===== src/rtl/serial_uart_pkg.sv =====
// -----------------------------------------------------------------------------
// serial_uart_pkg
// Shared definitions for the serial_uart block: the 2-bit state encoding
// used by both the TX and RX framing FSMs, and the UART data width.
// -----------------------------------------------------------------------------
package serial_uart_pkg;

    typedef enum logic [1:0] {
        UART_IDLE  = 2'd0,
        UART_START = 2'd1,
        UART_DATA  = 2'd2,
        UART_STOP  = 2'd3
    } uart_state_e;

    localparam int unsigned UART_DATA_BITS = 8;

endpackage


===== src/rtl/uart_rx_fifo.sv =====
// -----------------------------------------------------------------------------
// uart_rx_fifo
// Small show-ahead FIFO buffering received UART bytes.
// Ports:
//   clock, reset  : system clock, synchronous active-high reset
//   push          : write push_data (dropped when full unless popping too)
//   push_data     : byte to store
//   pop           : discard head entry (ignored when empty)
//   head          : oldest entry, valid whenever empty=0
//   empty, full   : occupancy status
// -----------------------------------------------------------------------------
module uart_rx_fifo
    import serial_uart_pkg::*;
#(
    parameter int unsigned DEPTH = 4
) (
    input  logic                      clock,
    input  logic                      reset,
    input  logic                      push,
    input  logic [UART_DATA_BITS-1:0] push_data,
    input  logic                      pop,
    output logic [UART_DATA_BITS-1:0] head,
    output logic                      empty,
    output logic                      full
);

    localparam int unsigned AW = $clog2(DEPTH);

    logic [UART_DATA_BITS-1:0] mem_q [DEPTH];
    logic [AW-1:0]             wr_ptr_q;
    logic [AW-1:0]             rd_ptr_q;
    logic [AW:0]               count_q;
    logic                      do_push;
    logic                      do_pop;

    // A pop frees a slot in the same cycle, so a push into a full FIFO
    // still succeeds when it coincides with a pop.
    always_comb begin
        do_pop  = pop && !empty;
        do_push = push && (!full || do_pop);
    end

    always_ff @(posedge clock) begin
        if (reset) begin
            wr_ptr_q <= '0;
            rd_ptr_q <= '0;
            count_q  <= '0;
        end else begin
            if (do_push) begin
                mem_q[wr_ptr_q] <= push_data;
                wr_ptr_q        <= wr_ptr_q + 1'b1;
            end
            if (do_pop) begin
                rd_ptr_q <= rd_ptr_q + 1'b1;
            end
            case ({do_push, do_pop})
                2'b10:   count_q <= count_q + 1'b1;
                2'b01:   count_q <= count_q - 1'b1;
                default: count_q <= count_q;
            endcase
        end
    end

    assign head  = mem_q[rd_ptr_q];
    assign empty = (count_q == '0);
    assign full  = (count_q == (AW+1)'(DEPTH));

endmodule


===== src/rtl/serial_uart.sv =====
// -----------------------------------------------------------------------------
// serial_uart
// Bridges the processor's memory-mapped serial byte port to an 8N1 UART line.
// Ports:
//   clock, reset     : system clock, synchronous active-high reset
//   serial_out       : byte to transmit, taken on serial_wren_out
//   serial_wren_out  : write strobe (ignored while serial_ready_in=0)
//   serial_rden_out  : pop strobe for the receive FIFO head
//   serial_in        : receive FIFO head (show-ahead), 0 when empty
//   serial_valid_in  : receive FIFO non-empty
//   serial_ready_in  : transmitter idle
//   uart_rx, uart_tx : serial line in / out, both idle high
//   rx_overrun       : sticky, byte dropped on full FIFO
//   rx_frame_err     : sticky, stop bit sampled low
// -----------------------------------------------------------------------------
module serial_uart
    import serial_uart_pkg::*;
#(
    parameter int unsigned CLKS_PER_BIT  = 434,
    parameter int unsigned RX_FIFO_DEPTH = 4
) (
    input  logic                      clock,
    input  logic                      reset,
    input  logic [UART_DATA_BITS-1:0] serial_out,
    input  logic                      serial_wren_out,
    input  logic                      serial_rden_out,
    output logic [UART_DATA_BITS-1:0] serial_in,
    output logic                      serial_valid_in,
    output logic                      serial_ready_in,
    input  logic                      uart_rx,
    output logic                      uart_tx,
    output logic                      rx_overrun,
    output logic                      rx_frame_err
);

    localparam int unsigned CW = $clog2(CLKS_PER_BIT);
    localparam int unsigned BW = $clog2(UART_DATA_BITS);
    localparam logic [CW-1:0] BIT_LAST  = CW'(CLKS_PER_BIT - 1);
    localparam logic [CW-1:0] HALF_LAST = CW'(CLKS_PER_BIT / 2 - 1);
    localparam logic [BW-1:0] IDX_LAST  = BW'(UART_DATA_BITS - 1);

    // ---------------- transmitter ----------------
    uart_state_e               tx_state_q;
    logic [CW-1:0]             tx_cnt_q;
    logic [BW-1:0]             tx_bit_q;
    logic [UART_DATA_BITS-1:0] tx_shift_q;
    logic                      tx_q;
    logic                      tx_ready_q;

    always_ff @(posedge clock) begin
        if (reset) begin
            tx_state_q <= UART_IDLE;
            tx_cnt_q   <= '0;
            tx_bit_q   <= '0;
            tx_shift_q <= '0;
            tx_q       <= 1'b1;
            tx_ready_q <= 1'b1;
        end else begin
            case (tx_state_q)
                UART_IDLE: begin
                    if (serial_wren_out) begin
                        tx_shift_q <= serial_out;
                        tx_q       <= 1'b0;
                        tx_ready_q <= 1'b0;
                        tx_cnt_q   <= '0;
                        tx_state_q <= UART_START;
                    end
                end
                UART_START: begin
                    if (tx_cnt_q == BIT_LAST) begin
                        tx_cnt_q   <= '0;
                        tx_bit_q   <= '0;
                        tx_q       <= tx_shift_q[0];
                        tx_shift_q <= tx_shift_q >> 1;
                        tx_state_q <= UART_DATA;
                    end else begin
                        tx_cnt_q <= tx_cnt_q + 1'b1;
                    end
                end
                UART_DATA: begin
                    if (tx_cnt_q == BIT_LAST) begin
                        tx_cnt_q <= '0;
                        if (tx_bit_q == IDX_LAST) begin
                            tx_q       <= 1'b1;
                            tx_state_q <= UART_STOP;
                        end else begin
                            tx_bit_q   <= tx_bit_q + 1'b1;
                            tx_q       <= tx_shift_q[0];
                            tx_shift_q <= tx_shift_q >> 1;
                        end
                    end else begin
                        tx_cnt_q <= tx_cnt_q + 1'b1;
                    end
                end
                UART_STOP: begin
                    if (tx_cnt_q == BIT_LAST) begin
                        tx_cnt_q   <= '0;
                        tx_ready_q <= 1'b1;
                        tx_state_q <= UART_IDLE;
                    end else begin
                        tx_cnt_q <= tx_cnt_q + 1'b1;
                    end
                end
                default: tx_state_q <= UART_IDLE;
            endcase
        end
    end

    assign uart_tx         = tx_q;
    assign serial_ready_in = tx_ready_q;

    // ---------------- receiver ----------------
    logic                      rx_meta_q;
    logic                      rx_sync_q;
    uart_state_e               rx_state_q;
    logic [CW-1:0]             rx_cnt_q;
    logic [BW-1:0]             rx_bit_q;
    logic [UART_DATA_BITS-1:0] rx_shift_q;
    logic                      rx_push_q;
    logic                      rx_frame_err_q;
    logic                      rx_overrun_q;

    logic [UART_DATA_BITS-1:0] fifo_head;
    logic                      fifo_empty;
    logic                      fifo_full;

    // Synchroniser resets to the idle level so reset never fakes a start bit.
    always_ff @(posedge clock) begin
        if (reset) begin
            rx_meta_q <= 1'b1;
            rx_sync_q <= 1'b1;
        end else begin
            rx_meta_q <= uart_rx;
            rx_sync_q <= rx_meta_q;
        end
    end

    // The half-bit START wait centres every later sample in its bit cell.
    always_ff @(posedge clock) begin
        if (reset) begin
            rx_state_q     <= UART_IDLE;
            rx_cnt_q       <= '0;
            rx_bit_q       <= '0;
            rx_shift_q     <= '0;
            rx_push_q      <= 1'b0;
            rx_frame_err_q <= 1'b0;
        end else begin
            rx_push_q <= 1'b0;
            case (rx_state_q)
                UART_IDLE: begin
                    if (!rx_sync_q) begin
                        rx_cnt_q   <= '0;
                        rx_state_q <= UART_START;
                    end
                end
                UART_START: begin
                    if (rx_cnt_q == HALF_LAST) begin
                        rx_cnt_q   <= '0;
                        rx_bit_q   <= '0;
                        rx_state_q <= rx_sync_q ? UART_IDLE : UART_DATA;
                    end else begin
                        rx_cnt_q <= rx_cnt_q + 1'b1;
                    end
                end
                UART_DATA: begin
                    if (rx_cnt_q == BIT_LAST) begin
                        rx_cnt_q   <= '0;
                        rx_shift_q <= {rx_sync_q, rx_shift_q[UART_DATA_BITS-1:1]};
                        if (rx_bit_q == IDX_LAST) begin
                            rx_state_q <= UART_STOP;
                        end else begin
                            rx_bit_q <= rx_bit_q + 1'b1;
                        end
                    end else begin
                        rx_cnt_q <= rx_cnt_q + 1'b1;
                    end
                end
                UART_STOP: begin
                    if (rx_cnt_q == BIT_LAST) begin
                        rx_cnt_q   <= '0;
                        rx_push_q  <= rx_sync_q;
                        if (!rx_sync_q) begin
                            rx_frame_err_q <= 1'b1;
                        end
                        rx_state_q <= UART_IDLE;
                    end else begin
                        rx_cnt_q <= rx_cnt_q + 1'b1;
                    end
                end
                default: rx_state_q <= UART_IDLE;
            endcase
        end
    end

    // A full FIFO only drops the byte when no pop frees a slot that cycle.
    always_ff @(posedge clock) begin
        if (reset) begin
            rx_overrun_q <= 1'b0;
        end else if (rx_push_q && fifo_full && !serial_rden_out) begin
            rx_overrun_q <= 1'b1;
        end
    end

    uart_rx_fifo #(
        .DEPTH (RX_FIFO_DEPTH)
    ) u_rx_fifo (
        .clock     (clock),
        .reset     (reset),
        .push      (rx_push_q),
        .push_data (rx_shift_q),
        .pop       (serial_rden_out),
        .head      (fifo_head),
        .empty     (fifo_empty),
        .full      (fifo_full)
    );

    // FIFO storage is not reset, so the head is masked while empty.
    assign serial_in       = fifo_empty ? '0 : fifo_head;
    assign serial_valid_in = !fifo_empty;
    assign rx_overrun      = rx_overrun_q;
    assign rx_frame_err    = rx_frame_err_q;

endmodule

===== config.mk =====
export PLATFORM = sky130hd
export DESIGN_NAME = serial_uart
export DESIGN_NICKNAME = d
export VERILOG_FILES = /design/src/rtl/serial_uart_pkg.sv /design/src/rtl/uart_rx_fifo.sv /design/src/rtl/serial_uart.sv
export SDC_FILE = /design/constraint.sdc
export NUM_CORES = 1
export LEC_CHECK = 0
export ABC_CLOCK_PERIOD_IN_PS = 2450
export CAP_MARGIN = 20
export CORE_MARGIN = 5
export CORE_UTILIZATION = 45
export DETAILED_ROUTE_END_ITERATION = 10
export GPL_TIMING_DRIVEN = 0
export PLACE_DENSITY = 0.73
export REMOVE_ABC_BUFFERS = 1
export SETUP_SLACK_MARGIN = 0.5
export SKIP_CTS_REPAIR_TIMING = 1
export SLEW_MARGIN = 30
export SYNTH_ARGS = -nofsm -noshare
export SYNTH_HDL_FRONTEND = slang
export SYNTH_SLANG_ARGS = --single-unit
export TNS_END_PERCENT = 20

===== constraint.sdc =====
create_clock -name clock -period 2.45 [get_ports clock]
set_input_delay 0.6125 -clock clock [delete_from_list [all_inputs] [get_ports clock]]
set_output_delay 0.6125 -clock clock [all_outputs]
set_load 0.01 [all_outputs]

==> results.toml <==
[timing]
relSlewSlack_pct = 59.5
worst_slew_pin_slew_ns = 0.605
rsz0062_at_grt = "true"
setup_viol = 0
hold_viol = 0
fmax_ghz = 0.436
hold_ws_ns = 0.438
finClkSkew_ns = 0.0139
period_share_pct = 93.7
slew_violations = 0
fin_crit_ns = 2.30

[power_and_ir_drop]
peakVddDrop_uv = 420
power_frac_comb_pct = 22.8
switching_share_pct = 31.3
p_seq_share_pct = 48.7
p_per_area_nw_per_um2 = 686
clkPwrFrac_pct = 28.5
leakage_nw = 1.81
p_switching_w = 0.00111
p_int_w = 0.00243

[cells_and_area]
n_antenna_cell = 0
syn2layout_area_growth_pct = 15.5
mostFrequentLayoutCells = "dfxtp_1, nand2_1, edfxtp_1"
final_area_um2 = 5160
fillers = 868
drive_gt1_share_pct = 21.8
layout_commonest_cell = "dfxtp_1"
fin_nets = 468

[clocking]
cts_buffer_depth = 2
cts.sink_count = 92
clk_latency_ns = 0.37
cts_buffers = 9
cts_tree = "built"
root_buffer = "clkbuf_8"
cts.clk_slew.worst_paths_ns = 0.10
htreeDepth = 3

[global_route]
grt_max_degree = 58
grt_remaining_overflow = 0
grt_pass1_wl_mm = 13.4
grt_busiest_layer = "met2"
grt_pass1_vias = 2834
grt_use_met3_pct = 3.29
antenna_found_initial = 0
use_met1_pct = 18.3
grtUsageTotal_pct = 14.1
grt_use_met2_pct = 23.4

[worst_setup_path]
crit_type = "reg -> out"
critPathLaunchType = "register"
arrival_ns = 1.68
path_cells = "buf_6 > buf_6 > mux4_2 > and2_4 > buf_6"
worstPathMaxFanout = 5
regToRegSetupSlack_ns = 0.35
crit_path_end_kind = "primary output"
crit_top_cell = "buf_6"
max_stage_delay_ns = 0.48
cpMaxStageDelayCell = "mux4_2"
critical_path_required_ns = 1.84

[yosys]
ys_seq_elements = 92
synthAdderAreaFrac_pct = 5.49
ys_warn_count = 0
synth_top_family_by_area = "simple AND/OR/NAND/NOR gates"
synth_edf_count = 32
muxShareOfSynthArea_pct = 7.40
synth_flop_cell = "dfxtp_1"
syn-instance-count = 407
synth_xor_area_share_pct = 2.16
ys_async_sr_fraction_pct = 0
synth-compound-area-share_pct = 15.2
synth_area_um2 = 4460
synthSimpleGateAreaFrac_pct = 17.5
ys_seq_area_share_pct = 48.4
synth_cell_types = 64
synth.avg_cell_area_um2 = 11.0

[routing]
ant_nets = 0
drc = 0
drt-vias-per-instance = 5.35
drt_wl_total_mm = 8.27
dr.first_iter.drc_count = 175
drt_pass1_iterations = 4
routed-via-count = 3071
routedWlPerCell_um = 14.4

[floorplanning]
initial_utilization_pct = 45.9
core_um2 = 9730
dieWidth_um = 110
pin_count = 26
fp-row-count = 36
fp.dieH_um = 110
fp.dieArea_um2 = 12000

[flow_run]
max_cap_viol_count = 0

[place]
placed_area_um2 = 4760
routabilityCongestion = 0.790
dpl.hpwl_mm = 5.46
port_buffers = 25

[run_status]
outcome = "complete, no violations"

[worst_hold_path]
hold_class = "reg -> reg"
[critical path: cells and delay by family (launching register included)]
| family | cells | cell delay (ns) |
|---|---|---|
| simple gates | 1 | 0.15 |
| mux | 1 | 0.48 |
| buf+inv | 3 | 0.31 |
| flops | 1 | 0.38 |
[cell usage after synthesis, types with 5 or more instances]
cell,instances,share of area [%]
buf_2,5,0.56
mux4_2,8,4.0
nand2b_1,9,1.3
clkbuf_1,12,1.0
a21oi_1,20,2.2
nor2_1,31,2.6
o21ai_0,6,0.67
nand2_1,35,2.9
a211oi_2,5,1.4
inv_1,15,1.3
and2_1,17,2.4
edfxtp_1,32,22
a211oi_1,7,1.2
xor2_1,9,1.8
ha_1,18,5.0
mux2i_1,15,3.4
dfxtp_1,60,27
nor3_1,5,0.56
nand4_1,6,0.84
a221oi_1,9,1.8
nand3_1,8,0.90
[cell type report]
cell class | count | area (um2) | area share, %
multi-input cells | 278 | 2200 | 42.8
flip-flops and latches | 92 | 2180 | 42.2
repair buffers | 40 | 347 | 6.72
well taps | 133 | 166 | 3.23
clock buffers | 9 | 124 | 2.40
clock inverters | 7 | 80.1 | 1.55
inverters | 15 | 56.3 | 1.09
[flip-flops by register name, indices dropped and copies added (netlist names), named ones only]
register,cells
u_rx_fifo.wr_ptr_q,2
u_rx_fifo.rd_ptr_q,2
rx_bit_q,3
rx_frame_err,1
u_rx_fifo.count_q,3
u_rx_fifo.mem_q,32
rx_shift_q,8
rx_meta_q,1
tx_bit_q,3
tx_shift_q,8
uart_tx,1
rx_cnt_q,9
tx_state_q,2
rx_sync_q,1
rx_state_q,1
tx_cnt_q,9
serial_ready_in,1
rx_push_q,1
rx_overrun,1
[final timing paths]
kind / start / end / depth (start not counted)
worst min register to register: rx_meta_q$_SDFF_PP1_ / rx_sync_q$_SDFF_PP1_ / 1
worst min-delay path: rx_meta_q$_SDFF_PP1_ / rx_sync_q$_SDFF_PP1_ / 1
worst max-delay path: register / serial_in[0] / 5
worst max register to register: rx_cnt_q[0]$_SDFFE_PP0P_ / rx_bit_q[0]$_SDFFE_PP0P_ / 5
[power groups by stage]
stage	Clock [W]	Combinational, W	Sequential [W]
floorplan	0	0.000600	0.00175
global placement	0	0.000763	0.00176
detailed placement	0	0.000775	0.00176
CTS	0.00103	0.000779	0.00173
global route	0.00111	0.000880	0.00174
finish	0.00101	0.000808	0.00172
[metrics by stage]
| stage | std cells | utilization, % | TNS (ns) | worst slack (ns) | power, W |
|---|---|---|---|---|---|
| finish | 574 | 53.0 | 0 | 0.155 | 0.00354 |
| global route | 574 | 53.0 | 0 | 0.0923 | 0.00372 |
| CTS | 559 | 51.1 | -3.81 | -0.450 | 0.00354 |
| detailed placement | 543 | 49.0 | -1.47 | -0.555 | 0.00254 |
| global placement | 543 | 49.0 | -60.14 | -1.02 | 0.00252 |
| floorplan | 385 | - | 0 | 0.168 | 0.00235 |
[routing by layer]
metal  up-vias  wire, um
li1       1540         -
met1      1470      3820
met2        49      4040
met3        12       286
met4         0       124
met5         -         0
[cell families (layout without fill, tap and decap cells)]
logic type                 after synthesis  count (layout)
AOI/OAI and AO/OA                       83              83
xor gates and xnor gates                11              11
adders and majority gates               19              19
buffers and inverters                   37              71
DFF                                     92              92
muxes                                   23              23
and+or+nand+nor                        142             142
Power figures use the tool's default switching activity.
